==> src/rtl/riscv_muldiv_pkg.sv <==
// Shared definitions for the RISC-V M-extension multiply/divide execute units.
package riscv_muldiv_pkg;

  localparam int MULDIV_WIDTH = 32;

  localparam logic [1:0] OP_DIV  = 2'b00;
  localparam logic [1:0] OP_DIVU = 2'b01;
  localparam logic [1:0] OP_REM  = 2'b10;
  localparam logic [1:0] OP_REMU = 2'b11;

  typedef enum logic [1:0] {
    ST_IDLE = 2'd0,
    ST_CALC = 2'd1,
    ST_DONE = 2'd2
  } div_state_e;

  // Special-case patterns; callers truncate to their own operand width.
  function automatic logic [63:0] all_ones(input int width);
    return (64'd1 << width) - 64'd1;
  endfunction

  function automatic logic [63:0] signed_min(input int width);
    return 64'd1 << (width - 1);
  endfunction

endpackage

==> src/rtl/div_step.sv <==
// One restoring-division iteration: shift in a dividend bit, trial-subtract the divisor.
module div_step
  import riscv_muldiv_pkg::*;
#(
  parameter int WIDTH = MULDIV_WIDTH
) (
  input  logic [WIDTH:0]   rem_in,
  input  logic             dividend_bit,
  input  logic [WIDTH-1:0] divisor,
  output logic [WIDTH:0]   rem_out,
  output logic             quot_bit
);

  logic [WIDTH+1:0] shifted_s;
  logic [WIDTH:0]   diff_s;
  logic             neg_s;

  assign shifted_s = {rem_in, dividend_bit};
  assign neg_s     = (shifted_s < {2'b00, divisor});
  assign diff_s    = shifted_s[WIDTH:0] - {1'b0, divisor};
  assign rem_out   = neg_s ? shifted_s[WIDTH:0] : diff_s;
  assign quot_bit  = ~neg_s;

endmodule

==> src/rtl/iterative_divider.sv <==
// Multi-cycle radix-2 restoring divider for RISC-V DIV/DIVU/REM/REMU with start/busy/done handshake.
module iterative_divider
  import riscv_muldiv_pkg::*;
#(
  parameter int WIDTH = MULDIV_WIDTH
) (
  input  logic             clk,
  input  logic             rst,
  input  logic             start,
  input  logic [1:0]       op,
  input  logic [WIDTH-1:0] dividend,
  input  logic [WIDTH-1:0] divisor,
  output logic             busy,
  output logic             done,
  output logic [WIDTH-1:0] result
);

  localparam int               CNT_W        = $clog2(WIDTH + 1);
  localparam logic [CNT_W-1:0] CNT_LOAD_C   = CNT_W'(WIDTH);
  localparam logic [CNT_W-1:0] CNT_LAST_C   = CNT_W'(1);
  localparam logic [WIDTH-1:0] ALL_ONES_C   = WIDTH'(all_ones(WIDTH));
  localparam logic [WIDTH-1:0] SIGNED_MIN_C = WIDTH'(signed_min(WIDTH));
  localparam logic [WIDTH-1:0] ZERO_C       = {WIDTH{1'b0}};

  div_state_e       state_r, state_next_s;
  logic [CNT_W-1:0] count_r, count_next_s;
  logic [WIDTH:0]   rem_r, rem_next_s, step_rem_s;
  logic [WIDTH-1:0] quot_r, quot_next_s, divisor_r, divisor_next_s, result_next_s;
  logic             neg_q_r, neg_q_next_s, neg_r_r, neg_r_next_s, is_rem_r, is_rem_next_s;
  logic             step_qbit_s, signed_s, is_rem_s, a_neg_s, b_neg_s, overflow_s;
  logic [WIDTH-1:0] abs_a_s, abs_b_s, fin_quot_s, fin_rem_s;

  assign signed_s   = (op == OP_DIV) || (op == OP_REM);
  assign is_rem_s   = (op == OP_REM) || (op == OP_REMU);
  assign a_neg_s    = signed_s & dividend[WIDTH-1];
  assign b_neg_s    = signed_s & divisor[WIDTH-1];
  assign abs_a_s    = a_neg_s ? (ZERO_C - dividend) : dividend;
  assign abs_b_s    = b_neg_s ? (ZERO_C - divisor) : divisor;
  assign overflow_s = signed_s && (dividend == SIGNED_MIN_C) && (divisor == ALL_ONES_C);

  // quot_r holds the unconsumed dividend bits at the top and the growing quotient at the bottom.
  div_step #(.WIDTH(WIDTH)) u_step (
    .rem_in       (rem_r),
    .dividend_bit (quot_r[WIDTH-1]),
    .divisor      (divisor_r),
    .rem_out      (step_rem_s),
    .quot_bit     (step_qbit_s)
  );

  assign fin_quot_s = {quot_r[WIDTH-2:0], step_qbit_s};
  assign fin_rem_s  = step_rem_s[WIDTH-1:0];

  // Next-state, operand capture, iteration and final sign fixup.
  always_comb begin
    state_next_s   = state_r;
    count_next_s   = count_r;
    rem_next_s     = rem_r;
    quot_next_s    = quot_r;
    divisor_next_s = divisor_r;
    neg_q_next_s   = neg_q_r;
    neg_r_next_s   = neg_r_r;
    is_rem_next_s  = is_rem_r;
    result_next_s  = result;
    case (state_r)
      ST_IDLE, ST_DONE: begin
        if (start) begin
          is_rem_next_s = is_rem_s;
          if (divisor == ZERO_C) begin
            state_next_s  = ST_DONE;
            result_next_s = is_rem_s ? dividend : ALL_ONES_C;
          end else if (overflow_s) begin
            state_next_s  = ST_DONE;
            result_next_s = is_rem_s ? ZERO_C : dividend;
          end else begin
            state_next_s   = ST_CALC;
            count_next_s   = CNT_LOAD_C;
            rem_next_s     = {(WIDTH+1){1'b0}};
            quot_next_s    = abs_a_s;
            divisor_next_s = abs_b_s;
            neg_q_next_s   = a_neg_s ^ b_neg_s;
            neg_r_next_s   = a_neg_s;
          end
        end else begin
          state_next_s = ST_IDLE;
        end
      end
      ST_CALC: begin
        rem_next_s   = step_rem_s;
        quot_next_s  = fin_quot_s;
        count_next_s = count_r - CNT_LAST_C;
        if (count_r == CNT_LAST_C) begin
          state_next_s  = ST_DONE;
          result_next_s = is_rem_r ? (neg_r_r ? (ZERO_C - fin_rem_s) : fin_rem_s)
                                   : (neg_q_r ? (ZERO_C - fin_quot_s) : fin_quot_s);
        end else begin
          state_next_s = ST_CALC;
        end
      end
      default: state_next_s = ST_IDLE;
    endcase
  end

  // State and output registers with synchronous reset.
  always_ff @(posedge clk) begin
    if (rst) begin
      state_r   <= ST_IDLE;
      count_r   <= {CNT_W{1'b0}};
      rem_r     <= {(WIDTH+1){1'b0}};
      quot_r    <= ZERO_C;
      divisor_r <= ZERO_C;
      neg_q_r   <= 1'b0;
      neg_r_r   <= 1'b0;
      is_rem_r  <= 1'b0;
      result    <= ZERO_C;
      busy      <= 1'b0;
      done      <= 1'b0;
    end else begin
      state_r   <= state_next_s;
      count_r   <= count_next_s;
      rem_r     <= rem_next_s;
      quot_r    <= quot_next_s;
      divisor_r <= divisor_next_s;
      neg_q_r   <= neg_q_next_s;
      neg_r_r   <= neg_r_next_s;
      is_rem_r  <= is_rem_next_s;
      result    <= result_next_s;
      busy      <= (state_next_s == ST_CALC);
      done      <= (state_next_s == ST_DONE);
    end
  end

endmodule

==> config.mk <==
export PLATFORM = sky130hd
export DESIGN_NAME = iterative_divider
export DESIGN_NICKNAME = d
export VERILOG_FILES = /design/src/rtl/riscv_muldiv_pkg.sv /design/src/rtl/div_step.sv /design/src/rtl/iterative_divider.sv
export SDC_FILE = /design/constraint.sdc
export NUM_CORES = 1
export LEC_CHECK = 0
export ABC_CLOCK_PERIOD_IN_PS = 6300
export CELL_PAD_IN_SITES_DETAIL_PLACEMENT = 1
export CELL_PAD_IN_SITES_GLOBAL_PLACEMENT = 1
export CORE_MARGIN = 2
export CORE_UTILIZATION = 44
export CTS_CLUSTER_SIZE = 8
export DETAILED_ROUTE_END_ITERATION = 12
export PLACE_DENSITY_LB_ADDON = 0.2
export SKIP_CTS_REPAIR_TIMING = 1
export SYNTH_ARGS = -nofsm -noshare
export SYNTH_HDL_FRONTEND = slang
export SYNTH_SLANG_ARGS = --single-unit
==> constraint.sdc <==
create_clock -name clk -period 6.3 [get_ports clk]
set_clock_uncertainty 0.05 [all_clocks]
set_input_delay 0.945 -clock clk [delete_from_list [all_inputs] [get_ports clk]]
set_output_delay 0.945 -clock clk [all_outputs]
set_load 0.01 [all_outputs]
Word level (Yosys, flattened, before mapping)
Index checks and enable logic that the tools add are counted.
- word-level logic and storage cells: 81
- register bits: 142
- input port bits: 69
- output and inout port bits: 34
- $add $sub $neg: 6
- magnitude comparators: 1
- equality and inequality tests: 14
- bitwise gates (word level): 6
- reduce and logical (&&, ||, !) cells: 13
- multiplexer cells: 30
- operator list (cell ; number):
    $mux W32 ; 14
    $mux W33 ; 4
    $pmux W32 S2 ; 2
    $sub A1 B32 Y32 const A ; 4
    $pmux W33 S2 ; 1
    $eq A32 B32 Y1 const B ; 2
    $lt A34 B32 Y1 ; 1
    $sub A33 B32 Y33 ; 1
    $logic_not A32 Y1 ; 1
    $mux W6 ; 3
    $pmux W6 S2 ; 1
    $reduce_and A4 Y1 ; 3
    $eq A2 B2 Y1 const B ; 4
    $mux W2 ; 4
    $ne A2 B2 Y1 const B ; 4
    $eq A6 B1 Y1 const B ; 1
    $sub A6 B1 Y6 const B ; 1
    $eq A2 B1 Y1 const B ; 2
    $logic_not A2 Y1 ; 2
    $pmux W2 S2 ; 1
    $ne A3 B3 Y1 const B ; 1
    $not A1 Y1 ; 3
    $and A1 B1 Y1 ; 2
    $logic_and A1 B1 Y1 ; 2
    5 further kinds ; 6

Longest topological paths before layout
- word-level depth: 9
- mapped depth: 24
- gate-level depth less buffers: 21

By module
Synthesis repeated with hierarchy kept, for this count alone.
- cells, all modules: 1442
- area total of the unflattened synthesis: 11337.1 µm²
- by module, submodules not included (module ; instances ; seq. area each (µm²) ; cells each ; area each (µm²)):
    iterative_divider ; 1 ; 2842.7 ; 1144 ; 8959.8
    div_step ; 1 ; 0.0 ; 298 ; 2377.3

Least setup slack after synthesis
Ideal clock, no wire load.
- path type: register to register
- from: reg quot_r[31]
- to: reg result[28]
- setup time: 0.131 ns
- period minus slack after synthesis: 4.623 ns
- path slack: 1.677 ns
- cell stages (with the launch flop): 25
- arrival time: 4.442 ns
- required time: 6.119 ns
- buffers on the path: 3
- cells stage by stage: dfxtp_1 > inv_1 > ha_1 > inv_1 > fa_1 > a21o_1 > a311o_1 > a21o_1 > a21oi_2 > nand2_4 > inv_4 > buf_6 > buf_2 > buf_1 > ha_1 > nand3b_1 > nand2b_1 > nand2b_1 > nand2b_1 > o31ai_1 > xor2_1 > o21ai_0 > and3_1 > a21oi_1 > o22ai_1
- longest elaborated chain between the ends: 7
- elaborated cells between the ends (all ways): 11
- classes of those cells: add/sub: 3; order compare: 1; mux: 6; bitwise: 1
- RTL lines (element ; line ; RTL):
    from (decl) ; iterative_divider.sv:28 ; logic [WIDTH-1:0] quot_r, quot_next_s, divisor_r, divisor_next_s, result_next_s;
    from (signal assigned) ; iterative_divider.sv:121 ; quot_r <= quot_next_s;
    $sub A33 B32 Y33 or $lt A34 B32 Y1 (tied branches) ; div_step.sv:20, div_step.sv:19 ;
    $mux W33 or $not A1 Y1 (tied branches) ; div_step.sv:21, div_step.sv:22 ;
    $sub A1 B32 Y32, on equally long branches ; iterative_divider.sv:93, iterative_divider.sv:94 ;
    $mux W32, on equally long branches ; iterative_divider.sv:93, iterative_divider.sv:94 ;
    $mux W32 (*) ; iterative_divider.sv:93 ; result_next_s = is_rem_r ? (neg_r_r ? (ZERO_C - fin_rem_s) : fin_rem_s)
    $mux W32 (*) ; iterative_divider.sv:91 ; if (count_r == CNT_LAST_C) begin
    $pmux W32 S2 (*) ; iterative_divider.sv:64 ; case (state_r)
    to (signal assigned) ; iterative_divider.sv:126 ; result <= result_next_s;
    to (decl) ; iterative_divider.sv:15 ; output logic [WIDTH-1:0] result
Every way passes the cells marked *; elsewhere a longest branch is shown, timed or not. The select of a mux whose other input is x is not followed.
A chain may end at the register's enable or synchronous reset.

Worst setup path after layout
- from: reg divisor_r[28]
- to: reg result[27]
- longest elaborated chain between the ends: 7
- elaborated cells between the ends (all ways): 10
- classes of those cells: add/sub: 2; order compare: 1; mux: 6; bitwise: 1
- RTL lines (element ; line ; RTL):
    from (decl) ; iterative_divider.sv:28 ;
    from (signal assigned) ; iterative_divider.sv:122 ; divisor_r <= divisor_next_s;
    $lt A34 B32 Y1 (*) ; div_step.sv:19 ; assign neg_s = (shifted_s < {2'b00, divisor});
    $mux W33 or $not A1 Y1 (tied branches) ; div_step.sv:21, div_step.sv:22 ;
    $sub A1 B32 Y32, on equally long branches ; iterative_divider.sv:93, iterative_divider.sv:94 ;
    $mux W32, on equally long branches ; iterative_divider.sv:93, iterative_divider.sv:94 ;
    $mux W32 (*) ; iterative_divider.sv:93 ;
    $mux W32 (*) ; iterative_divider.sv:91 ;
    $pmux W32 S2 (*) ; iterative_divider.sv:64 ;
Marks and branches as above.

==> impl_metrics.ini <==
[outcome]
run_status = completed

[yosys]
syn-num-nets = 1781
yosysSeqAreaShare = 0.237
ys_ff_latch = 142
synthArstFlopShare = 0
avgSynthCellArea_um2 = 7.18
synthCells = 1672
ys.flop_type = dfxtp_1
synth_cell_types = 93
yosys_warnings = 0
synth_edf_count = 0
syn_area_um2 = 12000

[final_layout]
layout-drive-gt1-share = 0.0531
fin_cells = 2056
fillers = 3438
syn2layout_area_growth_pct = 14.6
final_common_cell = nor2_1
finalNetCount = 1811
diodes = 0
most-common-layout-cells = nor2_1 (195), nand2_1 (170), a21oi_1 (156)

[pwr]
p_switching_mw = 5.42
combPwrFrac = 0.758
clock_power_share = 0.113
ir_drop_uv = 588
sw_frac_of_total = 0.570
cellPowerDensity_nw_per_um2 = 691
internal_power_mw = 4.09
power_leakage_nw = 4.93
p_seq_frac = 0.129

[clocking]
path_clk_slew_ps = 70
cts.sinks = 142
clock-root-buffer = clkbuf_16
clockBufferDepth = 2
cts_tree = yes
h-tree-depth = 4
insertion_delay_ps = 450
cts_buffers = 17

[global_routing]
grt_max_degree = 96
antenna_found_initial = 0
first_global_vias = 12955
grt_use_total = 0.318
grt_pass1_wl_mm = 72.2
overflow = 0

[setup_path]
cp-start-kind = register
path_buf_inv = 4
worstSetupPathType = reg2reg
worst_path_most_repeated_cell = buf_4
reg2reg_slack_ps = 1410
worstPathMaxFanout = 40
arrival_ps = 5200
end_kind = register
cp-startpoint = divisor_r[28]
crit_chain = inv_1 > ha_1 > nand4_2 > or4_4 > nor3_4 > a21oi_2 > buf_4 > nand2_4 > inv_4 > buf_4 > o31ai_1 > nand4bb_1 > o41ai_2 > nor2_1 > nand4b_1 > a211oi_2
required_ps = 6610
r2r_start = divisor_r[28]
ff2ff_path_depth = 16
critPathMaxStageDelay_ps = 570
regToRegEndpoint = result[27]
cp_top_family = simple AND/OR/NAND/NOR gates
crit_path_top_delay_cell = or4_4

[timing]
fin_crit_sh = 0.776
setup_tns_ps = 0
rsz0062_at_grt = no
drv_slew = 0
tightest_slew_ps = 1200
slew_headroom = 0.202
period_minus_slack_ps = 4890
layout_setup_ws_ps = 1410
final_hold_viol_count = 0
fmax_mhz = 204
setup_viol = 0

[route]
vias = 13256
viasPerCell = 6.45
ant_nets = 0
first_pass_iters = 5
drc_errors = 0
drt_iter0_drc = 1079
drt_wl_total_mm = 46.0
routedWlPerCell_um = 22.4

[floorplanning]
fp-row-count = 60
initial_core_util = 0.447
dieWidth_um = 169
core-area_um2 = 26900
die_h_um = 169
design.die.area_um2 = 28600
io_pins = 103

[hold_path]
min_to = divisor_r[0]
hold_path.class = reg2reg
hold_depth = 2
hold_start = divisor_r[0]

[placed_design]
dpl.hpwl_mm = 34.4
gp_congestion = 0.919
placed_cells = 2024
portBuffers = 102
pre_cts_ws_ps = 1220

[run]
cap_violations = 0
[state kept, by name, summed over array words and instances (netlist names)]
| register | cells |
|---|---|
| neg_q_r | 1 |
| count_r | 6 |
| is_rem_r | 1 |
| quot_r | 32 |
| busy | 1 |
| neg_r_r | 1 |
| divisor_r | 32 |
| state_r | 2 |
| done | 1 |
| rem_r | 33 |
| result | 32 |
[synthesized netlist by cell type, types with 8 or more instances]
library cell / instances / area [um2]
a211oi_1: 58 / 435
a21o_1: 14 / 105
a21oi_1: 156 / 781
a311oi_1: 10 / 87.6
a31oi_1: 34 / 213
and2_1: 9 / 56.3
and3_1: 8 / 50.1
and4_1: 10 / 87.6
buf_2: 16 / 80.1
clkbuf_1: 84 / 315
dfxtp_1: 142 / 2840
ha_1: 39 / 488
inv_1: 59 / 221
mux2i_1: 22 / 220
nand2_1: 170 / 638
nand2b_1: 17 / 106
nand3_1: 37 / 185
nand4_1: 23 / 144
nor2_1: 195 / 732
nor3_1: 50 / 250
nor4_1: 23 / 144
o211ai_1: 50 / 375
o21ai_0: 97 / 485
o21ai_1: 9 / 45.0
o31ai_1: 23 / 173
o41ai_1: 17 / 149
or3_1: 21 / 131
or4_1: 14 / 105
xnor2_1: 67 / 587
xor2_1: 65 / 569
[metrics by stage]
stage | total power [mW] | area [um2] | hold slack (ps) | util
CTS | 9.38 | 13800 | 432 | 0.512
floorplan | 6.45 | 12000 | 382 | -
finish | 9.50 | 13800 | 430 | 0.512
global route | 10.1 | 13800 | 456 | 0.512
global placement | 8.05 | 13200 | 396 | 0.490
detailed placement | 8.27 | 13200 | 414 | 0.490
[area by class of cell]
class,instances,area [um2],share of cell area
multi-input combinational,1358,8500,0.617
sequential,142,2840,0.207
timing repair buffer,121,1160,0.0844
clock buffer,19,453,0.0329
tap,341,427,0.0310
inverter,62,235,0.0171
clock inverter,13,145,0.0105
[worst register-to-register path: stages (launching register included)]
cell       delay (ps)
dfxtp_1           500
inv_1              90
ha_1              450
nand4_2           180
or4_4             570
nor3_4            230
a21oi_2            80
buf_4             230
nand2_4           160
inv_4              40
buf_4             260
o31ai_1           560
nand4bb_1         380
o41ai_2           470
nor2_1            120
nand4b_1          210
a211oi_2          240
[power by group through the flow]
stage	registers [mW]	logic, mW	clock network, mW
after floorplan	1.15	5.31	0
after global placement	1.23	6.83	0
after detailed placement	1.23	7.04	0
after CTS	1.21	7.10	1.07
after global routing	1.23	7.80	1.11
final	1.22	7.21	1.07
[metal layers]
metal  vias to the layer above  share of wire  GRT usage
met1                      6572           0.45      0.425
li1                       6184              -          -
met5                         -              0          0
met2                       414           0.47      0.538
met3                        86          0.051     0.0371
met4                         0          0.026     0.0940
[cells by family after synthesis]
| logic type | after synthesis | share of synthesized area |
|---|---|---|
| AND/OR/NAND/NOR | 613 | 0.245 |
| AO/OA/AOI/OAI | 546 | 0.299 |
| buffers and inverters | 172 | 0.0572 |
| flip-flops | 142 | 0.237 |
| XOR/XNOR | 132 | 0.0963 |
| adder cells (fa/ha/maj) | 43 | 0.0448 |
| multiplexers | 24 | 0.0202 |
[worst max path at each step]
stage | to | slack, ps | cells after the start
final | result[27] | 1410 | 16
after global routing | result[23] | 1110 | 11
after CTS | result[27] | 1490 | 16
after detailed placement | result[28] | 1220 | 12
after global placement | result[29] | 1290 | 11
after floorplan | result[28] | 1680 | 24
Note: power is estimated with default switching activity, not from simulation.
